**config.mk**
```make
export PLATFORM = sky130hd
export DESIGN_NAME = gpio_block_packer
export DESIGN_NICKNAME = d
export VERILOG_FILES = /design/src/rtl/gpio_block_packer.sv
export SDC_FILE = /design/constraint.sdc
export NUM_CORES = 1
export LEC_CHECK = 0
export CAP_MARGIN = 20
export CORE_AREA = 4 4 232 234
export DETAILED_ROUTE_END_ITERATION = 10
export DIE_AREA = 0 0 236 238
export DONT_BUFFER_PORTS = 1
export HOLD_SLACK_MARGIN = 0.12
export PLACE_DENSITY = 0.66
export SYNTH_ARGS = -nofsm -noshare
export SYNTH_HDL_FRONTEND = slang
export SYNTH_SLANG_ARGS = --single-unit
export TNS_END_PERCENT = 100
```
**constraint.sdc**
```tcl
create_clock -name clk -period 7.05 [get_ports clk]
set_clock_uncertainty 0.2 [all_clocks]
set_input_delay 0.705 -clock clk [delete_from_list [all_inputs] [get_ports clk]]
set_output_delay 0.705 -clock clk [all_outputs]
set_load 0.02 [all_outputs]
```
**src/rtl/gpio_block_packer.sv**
```systemverilog
`default_nettype none
// ============================================================================
// Module   : gpio_block_packer
// Purpose  : Packs strobed 16-bit GPIO words into SHA3-512 rate blocks with
//            SHA3 padding and hands them to the Keccak core via valid/ready.
// Revision : 1.0 - initial release
// ============================================================================
module gpio_block_packer #(
  parameter int         RATE_WORDS  = 36,
  parameter int         SYNC_STAGES = 2,
  parameter logic [7:0] DOMAIN_BYTE = 8'h06
) (
  input  logic                       clk,
  input  logic                       reset,
  input  logic [15:0]                pi_data,
  input  logic                       pi_strobe,
  input  logic                       pi_last,
  input  logic                       pi_half,
  output logic                       pi_busy,
  input  logic                       clear,
  output logic [RATE_WORDS*16-1:0]   block_data,
  output logic                       block_valid,
  output logic                       block_last,
  input  logic                       block_ready,
  output logic                       msg_done,
  output logic                       err_overrun
);

  localparam int c_BITS  = RATE_WORDS * 16;
  localparam int c_BYTES = RATE_WORDS * 2;
  localparam int c_CW    = $clog2(RATE_WORDS + 1);
  localparam int c_PW    = $clog2(c_BYTES + 1);

  typedef enum logic [1:0] {
    S_IDLE = 2'd0,
    S_FILL = 2'd1,
    S_PAD  = 2'd2,
    S_HOLD = 2'd3
  } state_t;

  state_t                 r_state;
  logic [SYNC_STAGES-1:0] r_sync;
  logic                   r_sync_d;
  logic [c_CW-1:0]        r_cnt;
  logic [c_PW-1:0]        r_pad_idx;
  logic                   r_pad_pending;
  logic [c_BITS-1:0]      r_buf;
  logic                   r_valid;
  logic                   r_last;
  logic                   r_done;
  logic                   r_err;
  logic                   r_busy;

  logic                   w_edge;
  logic [c_CW-1:0]        w_cnt_next;
  logic [c_PW-1:0]        w_pad_idx_next;
  logic                   w_pad_full;
  logic [c_BITS-1:0]      w_padded;

  assign w_edge         = r_sync[SYNC_STAGES-1] & ~r_sync_d;
  assign w_cnt_next     = r_cnt + 1'b1;
  // Pad byte follows the last data byte; a trailing half word gives one back.
  assign w_pad_idx_next = c_PW'(2 * int'(w_cnt_next) - int'(pi_last & pi_half));
  assign w_pad_full     = (int'(r_pad_idx) == c_BYTES);

  always_comb begin
    w_padded = r_buf;
    for (int b = 0; b < c_BYTES; b++) begin
      if (b == int'(r_pad_idx))
        w_padded[8*(c_BYTES-1-b) +: 8] = DOMAIN_BYTE;
      else if (b > int'(r_pad_idx))
        w_padded[8*(c_BYTES-1-b) +: 8] = 8'h00;
    end
    if (!w_pad_full)
      w_padded[7:0] = w_padded[7:0] | 8'h80;
  end

  always_ff @(posedge clk or negedge reset) begin
    if (!reset) begin
      r_state       <= S_IDLE;
      r_sync        <= '0;
      r_sync_d      <= 1'b0;
      r_cnt         <= '0;
      r_pad_idx     <= '0;
      r_pad_pending <= 1'b0;
      r_buf         <= '0;
      r_valid       <= 1'b0;
      r_last        <= 1'b0;
      r_done        <= 1'b0;
      r_err         <= 1'b0;
      r_busy        <= 1'b0;
    end else begin
      r_sync   <= {r_sync[SYNC_STAGES-2:0], pi_strobe};
      r_sync_d <= r_sync[SYNC_STAGES-1];
      r_done   <= 1'b0;
      if (clear) begin
        r_state       <= S_IDLE;
        r_cnt         <= '0;
        r_pad_idx     <= '0;
        r_pad_pending <= 1'b0;
        r_buf         <= '0;
        r_valid       <= 1'b0;
        r_last        <= 1'b0;
        r_err         <= 1'b0;
        r_busy        <= 1'b0;
      end else begin
        if (w_edge && r_busy)
          r_err <= 1'b1;
        case (r_state)
          S_IDLE: begin
            r_buf <= '0;
            r_cnt <= '0;
            if (w_edge) begin
              r_buf     <= {pi_data, {(c_BITS-16){1'b0}}};
              r_cnt     <= w_cnt_next;
              r_pad_idx <= w_pad_idx_next;
              if (pi_last) begin
                r_state <= S_PAD;
                r_busy  <= 1'b1;
              end else begin
                r_state <= S_FILL;
              end
            end
          end
          S_FILL: begin
            if (w_edge) begin
              for (int k = 0; k < RATE_WORDS; k++)
                if (r_cnt == c_CW'(k))
                  r_buf[16*(RATE_WORDS-1-k) +: 16] <= pi_data;
              r_cnt     <= w_cnt_next;
              r_pad_idx <= w_pad_idx_next;
              if (pi_last) begin
                r_state <= S_PAD;
                r_busy  <= 1'b1;
              end else if (int'(r_cnt) == RATE_WORDS - 1) begin
                r_state <= S_HOLD;
                r_valid <= 1'b1;
                r_last  <= 1'b0;
                r_busy  <= 1'b1;
              end
            end
          end
          S_PAD: begin
            // An exactly full block goes out unpadded; padding follows alone.
            r_buf         <= w_padded;
            r_valid       <= 1'b1;
            r_state       <= S_HOLD;
            r_last        <= ~w_pad_full;
            r_pad_pending <= w_pad_full;
          end
          S_HOLD: begin
            if (block_ready) begin
              r_valid <= 1'b0;
              r_buf   <= '0;
              r_cnt   <= '0;
              r_last  <= 1'b0;
              if (r_last) begin
                r_done  <= 1'b1;
                r_state <= S_IDLE;
                r_busy  <= 1'b0;
              end else if (r_pad_pending) begin
                r_state       <= S_PAD;
                r_pad_idx     <= '0;
                r_pad_pending <= 1'b0;
              end else begin
                r_state <= S_FILL;
                r_busy  <= 1'b0;
              end
            end
          end
          default: r_state <= S_IDLE;
        endcase
      end
    end
  end

  assign pi_busy     = r_busy;
  assign block_data  = r_buf;
  assign block_valid = r_valid;
  assign block_last  = r_last;
  assign msg_done    = r_done;
  assign err_overrun = r_err;

endmodule
`default_nettype wire

```
# After elaboration in Yosys (flattened, before gate mapping)
# Cells that the tools add are included.
# Widths: inputs -> output; s select.
op_classes:
  eq_ne: 230
  mux: 236
  magnitude_cmp: 71
  n_bitwise: 4
  n_reduce_logical: 89
  add_sub_neg: 2
op_table:
  columns: ["op", "n"]
  rows:
  - ["$mux 576", 4]
  - ["$pmux 576 s4", 1]
  - ["$mux 8", 144]
  - ["$mux 16", 36]
  - ["$reduce_and 4->1", 73]
  - ["$ne 4x4->1 const B", 72]
  - ["$eq 7x7->1 const A", 40]
  - ["$gt 6x7->1 const A", 32]
  - ["$ne 3x3->1 const B", 45]
  - ["$eq 6x7->1 const A", 16]
  - ["$gt 5x7->1 const A", 16]
  - ["$eq 6x5->1 const B", 16]
  - ["$eq 5x7->1 const A", 8]
  - ["$gt 4x7->1 const A", 8]
  - ["$gt 7x7->1 const A", 8]
  - ["$eq 6x4->1 const B", 8]
  - ["$mux 7", 5]
  - ["$eq 6x6->1 const B", 5]
  - ["$eq 4x7->1 const A", 4]
  - ["$gt 3x7->1 const A", 4]
  - ["$mux 1", 26]
  - ["$eq 6x3->1 const B", 4]
  - ["$mux 6", 4]
  - ["$mux 2", 9]
  - ["31 further kinds", 44]
word_totals:
  out_inout_bits: 581
  inputBits: 23
  elab_cells: 716
  regBits: 600

# Depth between registers and ports, before layout
# Gate-level depths: netlist of run 1.
depth:
  ltp_word: 6
  mapped_depth: 11
  mapped_depth_nobuf: 7

# Worst setup path after synthesis of run 1
# No wires, ideal clock.
synth_timing:
  path_kind: "input to register"
  start: "input port block_ready"
  end: "register r_buf[491] (netlist: block_data[491])"
  setup_ps: 125
  cell_stages: 8
  required_ps: 6725
  slack_ps: 4536
  t_arrival_ps: 2189
  n_path_buf: 3
  cell_sequence: "nand2b_2 a21boi_4 or2_1 buf_2 buf_6 buf_8 o211ai_4 mux2_2"
synth_between:
  elab_chain_cells: 2
synth_lines:
  columns: ["element", "line", "rtl"]
  rows:
  - ["from (decl)", "24", "input logic block_ready,"]
  - ["$ne 3x3->1 (no line)", null, null]
  - ["$reduce_and 4->1 (no line)", null, null]
  - ["to (signal assigned)", "114", "r_buf <= {pi_data, {(c_BITS-16){1'b0}}};"]
  - ["to (signal, indexed assignment)", "129", "r_buf[16*(RATE_WORDS-1-k) +: 16] <= pi_data;"]
  - ["to (signal assigned)", "145", "r_buf <= w_padded;"]
  - ["to (decl)", "47", "logic [c_BITS-1:0] r_buf;"]
# Every way passes these cells.
# A chain may end at the register's enable or synchronous reset.

# Worst setup path after layout of run 1
layout_timing:
  start: "register r_state[0]"
  end: "register r_buf[432] (netlist: block_data[432])"
layout_between:
  elab_chain_cells: 3
  word_cells_on_any_way: 11
  classes_between: "eq/ne (7); mux (2); reduce/logical (2)"
layout_lines:
  columns: ["element", "line", "rtl"]
  rows:
  - ["from (decl)", "41", "state_t r_state;"]
  - ["from (signal assigned)", "80", "r_state <= S_IDLE;"]
  - ["from (signal assigned)", "97", "r_state <= S_IDLE;"]
  - ["from (signal assigned)", "118", "r_state <= S_PAD;"]
  - ["$eq 2x2->1, or another cell as far along", "109", "case (r_state)"]
  - ["$ne 4x4->1 (no line), or another cell as far along", null, null]
  - ["$reduce_and 4->1 (no line) / $mux 576 (equally long branches)", null, null]
# Several ways; a longest one is shown, not always the timed one.

==> metrics.txt, run 1 <==
status complete, but fails checks; failing checks hold timing; fin crit share 0.540; hpwl dp 60200 µm; nature of the critical path startpoint flop; CTS tree built; Sink Count 600; via/cell ratio 6.13; Netlist cell types 88; Worst-Margin Slew 1.18 ns; Mapped Area 26400 µm²; Slew headroom 0.212; RSZ-0062 raised after global routing false; overall routed net length 84500 µm; H-tree depth 2; final slew viol count 0; hold_ws -0.410 ns; Residual DRC 0; cell count after synthesis 2061; CP max stage delay 0.69 ns; Iter 0 DRT Violations 1378; Initial Util 0.507; FILL cells 4270; Crit-path slowest cell o221ai_2; reg2reg setup slack 3.24 ns; busiest grt layer met2; Power, Total 10.5 mW; Routability Congestion 0.928; layout cells sized above 1 0.282; initial antenna violation count 0; Avg Cell Area, Syn 12.8 µm²; commonest cells after routing, fill and taps aside 600 x dfrtp_1, 346 x mux2_2, 179 x nand2_1, 142 x a21oi_1, 139 x mux2_1; vias in the first global route 17200; wire length per cell 30.5 µm; clock-pin slew on the worst setup and hold paths 0.06 ns; post-synthesis sequential area ratio 0.569; largest net degree at the start of global routing 601; max cap viols 0; post-route ant nets 0; Die Span Y 238 µm; fmax 262 MHz; Clock Latency Late Sink 0.62 ns; GRT Overall Usage 0.291; Final Hold Fails 600; Clock Tree Buf Depth 3; WP data required 7.34 ns; leak pwr 14.1 nW; syn_nets 2093; Primary FF master, synth dfrtp_1; Top delay family on crit path compound AO/OA/AOI/OAI gates; Fin Setup TNS 0 ns; met1 Use GR 0.370; worst r2r path cells 9; grt ovf 0; synth warn 0; Synth Register Bits 600; Post-synth EDFFs 0; full die area 56200 µm²; CP cell instances inv_1, ha_1, buf_4, nor2b_1, buf_4, nand2_4, o221ai_2, o31ai_4, mux2_2; M3 GR Usage 0.0915; Setup Crit Path Kind reg -> reg; first-pass GRT wire length 123000 µm; via count 17000; Post-CTS Hold Fix Bufs 16; Worst VDD drop 0.000254 V; Crit path buffers/inverters 3; worst min-delay path category in -> async; most common cell after layout, fill and taps aside dfrtp_1; Pre-antenna DRT Iters 5; Crit path top cell by count buf_4; pwr dens 362 nW/µm²; layout net count 2065; Worst R2R Start r_state[0]$_DFFE_PN0P_; I/O pin cnt 604; R2R Path End block_data[432]$_DFFE_PN0P_; root buffer cell clkbuf_16; Synth-to-Final Area Change 10.3%; PortBufs 0; fin crit period 3.81 ns; # diodes 0; crit end category flop; core area 52000 µm²; async set-reset flop share out of synthesis 1.00; met2 GRT Util 0.481; total CTS buffers 60; crit path max fanout 18; final setup fails 0; Critical Path AT 4.10 ns; FP Rows 84; die width 236 µm
==> stage by stage <==
| stage | worst slack (ns) | area, µm² | instances | util |
|---|---|---|---|---|
| 2_1_floorplan | 4.54 | 26400 | 2061 | - |
| 3_3_place_gp | 3.28 | 26800 | 2638 | 0.516 |
| 3_5_place_dp | 3.25 | 26800 | 2638 | 0.516 |
| 4_1_cts | 3.23 | 29100 | 2764 | 0.559 |
| 5_1_grt | 3.03 | 29100 | 2769 | 0.560 |
| 6_report | 3.24 | 29100 | 2769 | 0.560 |
==> synthesized netlist by cell type, drive strengths merged (4+ instances only) <==
| cell type | n | share of area |
|---|---|---|
| dfrtp | 600 | 0.57 |
| mux2 | 495 | 0.21 |
| nand2 | 183 | 0.027 |
| a21oi | 143 | 0.028 |
| o21ai | 143 | 0.028 |
| clkbuf | 89 | 0.013 |
| nor2 | 61 | 0.0090 |
| buf | 55 | 0.013 |
| o211ai | 46 | 0.028 |
| nand3 | 28 | 0.0091 |
| nor3 | 20 | 0.0050 |
| and2 | 19 | 0.0045 |
| inv | 16 | 0.0023 |
| nand2b | 13 | 0.0032 |
| or3 | 12 | 0.0030 |
| nor2b | 11 | 0.0026 |
| a21o | 9 | 0.0026 |
| ha | 9 | 0.0043 |
| o31ai | 9 | 0.0036 |
| or2 | 9 | 0.0021 |
| mux2i | 7 | 0.0027 |
| and3 | 6 | 0.0014 |
| or3b | 6 | 0.0023 |
| o21a | 5 | 0.0014 |
| nand3b | 4 | 0.0011 |
| nor3b | 4 | 0.0013 |
| nor4 | 4 | 0.0014 |
| nor4b | 4 | 0.0021 |
| o21bai | 4 | 0.0013 |
| xnor2 | 4 | 0.0013 |
| xor2 | 4 | 0.0013 |
==> worst max-delay path by stage <==
stage / start / to / slack, ns / cells after the start
after detailed placement: r_state[1]$_DFFE_PN0P_ / block_data[164]$_DFFE_PN0P_ / 3.25 / 7
after CTS: r_state[1]$_DFFE_PN0P_ / block_data[130]$_DFFE_PN0P_ / 3.23 / 6
final: r_state[0]$_DFFE_PN0P_ / block_data[432]$_DFFE_PN0P_ / 3.24 / 9
after global placement: r_state[0]$_DFFE_PN0P_ / block_data[439]$_DFFE_PN0P_ / 3.28 / 9
after global routing: r_state[1]$_DFFE_PN0P_ / block_data[150]$_DFFE_PN0P_ / 3.03 / 7
after floorplan: block_ready / block_data[491]$_DFFE_PN0P_ / 4.54 / 8
==> cell type report <==
| class | count | area (µm²) | area share |
|---|---|---|---|
| clock inverters | 23 | 272 | 0.00932 |
| well taps | 688 | 861 | 0.0295 |
| multi-input cells | 1301 | 10700 | 0.366 |
| inverters | 16 | 60.1 | 0.00206 |
| repair buffers | 54 | 463 | 0.0159 |
| flip-flops and latches | 600 | 15000 | 0.515 |
| clock buffers | 87 | 1810 | 0.0620 |
==> per-layer routing <==
| metal | vias up | part of all wire | wire, µm |
|---|---|---|---|
| li1 | 7241 | - | - |
| met1 | 8897 | 0.39 | 33000 |
| met2 | 689 | 0.49 | 41500 |
| met3 | 141 | 0.087 | 7330 |
| met4 | 0 | 0.032 | 2750 |
| met5 | - | 0 | 0 |
==> report_power, final <==
| part | switching [mW] | leakage [nW] | internal [mW] | total (mW) |
|---|---|---|---|---|
| Sequential | 1.17 | 8.28 | 3.96 | 5.12 |
| Combinational | 1.31 | 4.74 | 0.794 | 2.10 |
| Clock | 1.36 | 1.03 | 1.96 | 3.32 |
==> logic make-up (layout without fill, tap and decap cells) <==
group                      after synthesis  in the layout  share of synthesized area
and+or+nand+nor                        394            394                     0.0783
adders and majority gates                9              9                    0.00427
AOI/OAI and AO/OA                      388            388                      0.103
DFF                                    600            600                      0.569
buffers and inverters                  160            180                     0.0281
xor gates and xnor gates                 8              8                    0.00265
muxes                                  502            502                      0.215
==> timing repair <==
item,in CTS,in global routing
hold endpoints to repair,622,600
resized for setup,0,0
setup buffers,0,0
==> flip-flops by register name, indices dropped and copies added (netlist names) <==
| signal | count |
|---|---|
| block_valid | 1 |
| r_pad_idx | 7 |
| err_overrun | 1 |
| block_last | 1 |
| block_data | 576 |
| r_sync | 2 |
| r_state | 2 |
| pi_busy | 1 |
| msg_done | 1 |
| r_sync_d | 1 |
| r_cnt | 6 |
| r_pad_pending | 1 |
Note: power is estimated with default switching activity, not from simulation.
==> run 2, diff against run 1 <==
--- a/config.mk
+++ b/config.mk
@@ -11,7 +11,7 @@
 export DIE_AREA = 0 0 236 238
 export DONT_BUFFER_PORTS = 1
 export HOLD_SLACK_MARGIN = 0.12
-export PLACE_DENSITY = 0.66
+export PLACE_DENSITY = 0.69
 export SYNTH_ARGS = -nofsm -noshare
 export SYNTH_HDL_FRONTEND = slang
 export SYNTH_SLANG_ARGS = --single-unit
==> constraint.sdc (replaced) <==
create_clock -name clk -period 3.1 [get_ports clk]
set_clock_uncertainty 0.2 [all_clocks]
set_input_delay 0.31 -clock clk [delete_from_list [all_inputs] [get_ports clk]]
set_output_delay 0.31 -clock clk [all_outputs]
set_load 0.02 [all_outputs]
==> run 2 against run 1 <==
  * Routed wire length decreased by 0.31%
  * The flow finishes with violations (hold timing, slew limit)
  * First-iteration DRC count down 2.5%
  * Highest routed layer unchanged
  * Global-route usage decreased by 0.085 points
  * Core utilization is 1.0 points higher
  * Largest cell class unchanged
  * Cell count is 2.8% higher
  * Non-clock buffer count up 79
  * Design area up 1.9%
  * Clock power increased by 120%
  * Die area stayed put
  * Fmax grew 29%
==> metrics.txt, run 2 (synthesis results as in run 1) <==
status complete, but fails checks; failing checks hold timing, slew limit; Pre-antenna DRT Iters 5 (unchanged); PortBufs 0 (unchanged); Routability Congestion 0.996 (+7.4%); fmax 339 MHz (+29%); Worst-Margin Slew 2.09 ns (+0.903 ns); vias in the first global route 17600 (+2.4%); hold_ws -0.797 ns (-0.387 ns); FILL cells 4256 (-0.33%); Post-CTS Hold Fix Bufs 25 (+9); post-cts resize count 0 (unchanged); overall routed net length 84300 µm (-0.31%); CTS tree built; Synth-to-Final Area Change 12.4%; postcts setup bufs 0 (unchanged); Setup WS pre-CTS 0.206 ns (-3.05 ns); max reg flops 576 (unchanged); most common cell after layout, fill and taps aside dfrtp_1; full die area 56200 µm² (unchanged); GRT Overall Usage 0.290 (-0.000849); Power, Total 23.9 mW (+130%); fin crit period 2.95 ns (-0.858 ns); core area 52000 µm² (unchanged); H-tree depth 2 (unchanged); Critical Path AT 3.24 ns (-0.86 ns); Post-Layout Inst Area 29700 µm² (+1.9%); grt ovf 0 (unchanged); clock-pin slew on the worst setup and hold paths 0.06 ns (about the same); Sink Count 600 (unchanged); pwr dens 806 nW/µm² (+120%); Fin Setup TNS 0 ns (unchanged); post-route ant nets 0 (unchanged); CP cell instances ha_1, buf_4, nand3b_1, o21ai_0, o211ai_2, mux2_2; CP max stage delay 0.67 ns (-0.02 ns); leak pwr 14.4 nW (+2.3%); root buffer cell clkbuf_16; Cells after DPL 2709 (+2.7%); die width 236 µm (unchanged); FP Rows 84 (unchanged); Clock Latency Late Sink 0.61 ns (about the same); Setup Crit Path Kind reg -> reg; Final WS setup 0.148 ns (-3.09 ns); Crit-path slowest cell o21ai_0; Clock Tree Buf Depth 3 (unchanged); Initial Util 0.507 (unchanged); # diodes 0 (unchanged); final non-filler cell total 2846 (+2.8%); WP data required 3.39 ns (-3.95 ns); nature of the critical path startpoint flop; layout net count 2143 (+3.8%); crit end category flop; fin crit share 0.952 (+0.412); Slew headroom -0.390 (-0.602); commonest cells after routing, fill and taps aside 600 x dfrtp_1, 346 x mux2_2, 179 x nand2_1, 142 x a21oi_1, 139 x mux2_1; Worst VDD drop 0.000497 V (+96%); largest net degree at the start of global routing 601 (unchanged); crit path max fanout 9 (-9); wire length per cell 29.6 µm (-3.0%); total CTS buffers 59 (-1.7%); Iter 0 DRT Violations 1343 (-2.5%); worst min-delay path category in -> async; Residual DRC 0 (unchanged); via/cell ratio 6.12 (-0.20%); final setup fails 0 (unchanged); Die Span Y 238 µm (unchanged); RSZ-0062 raised after global routing false; via count 17400 (+2.6%); Area after DPL 27400 µm² (+2.2%); final slew viol count 305 (+305); layout cells sized above 1 0.302 (+0.0196); initial antenna violation count 0 (unchanged); hpwl dp 61000 µm (+1.3%); I/O pin cnt 604 (unchanged); Final Hold Fails 600 (unchanged); max cap viols 0 (unchanged); first-pass GRT wire length 123000 µm (+0.30%)
## run 2: cell types whose count changed in the layout (fill, tap and decap cells not counted), sizes merged
cell / before / now
clkinv: 16 / 10
clkinvlp: 2 / 7
dlygate4sd3: 16 / 25
clkbuf: 88 / 85
buf: 37 / 108
bufinv: 5 / 3
inv: 16 / 19
## run 2: stage by stage
step | hold WS, ns | utilization
floorplan | -0.186 | -
global placement | -0.171 | 0.527
detailed placement | -0.167 | 0.527
CTS | -0.820 | 0.570
global route | -0.836 | 0.570
finish | -0.797 | 0.570
## run 2: final cells by class
cell class	count	area [µm²]	share of cell area
inverters	16	60.1	0.00202
clock inverters	23	234	0.00788
flip-flops and latches	600	15000	0.506
clock buffers	85	1720	0.0578
well taps	688	861	0.0290
multi-input cells	1301	10700	0.359
repair buffers	133	1130	0.0382
## run 2: where the power goes
| part | switching, mW | internal, mW | leakage, nW |
|---|---|---|---|
| Combinational | 3.06 | 2.06 | 5.15 |
| Clock | 3.04 | 4.10 | 0.940 |
| Sequential | 2.65 | 9.00 | 8.28 |
## run 2: final timing paths
check,start,endpoint,slack (ns),cells after the start
worst max-delay path,r_cnt[0]$_DFFE_PN0P_,block_data[202]$_DFFE_PN0P_,0.15,6
worst min-delay path,reset,block_data[19]$_DFFE_PN0P_,-0.80,0
worst max register to register,r_cnt[0]$_DFFE_PN0P_,block_data[202]$_DFFE_PN0P_,0.15,6
min in group clk,r_sync[0]$_DFF_PN0_,r_sync[1]$_DFF_PN0_,0.16,0
max in group asynchronous,reset,block_data[298]$_DFFE_PN0P_,1.85,0
worst min register to register,r_sync[0]$_DFF_PN0_,r_sync[1]$_DFF_PN0_,0.16,0
## run 2: critical path: cells and delay by family (launching register included)
kind                     cells  cell delay (ns)
AO/OA/AOI/OAI                2             1.14
flip-flops                   1             0.53
multiplexers                 1             0.41
adder cells (fa/ha/maj)      1             0.22
AND/OR/NAND/NOR              1             0.18
buffers and inverters        1             0.16
## run 2: metal layers
| layer | GRT usage | vias to the layer above | wire length (µm) |
|---|---|---|---|
| met1 | 0.370 | 9085 | 32700 |
| met4 | 0.0844 | 0 | 2680 |
| li1 | - | 7409 | - |
| met2 | 0.485 | 760 | 41700 |
| met5 | 0 | - | 0 |
| met3 | 0.0881 | 151 | 7240 |
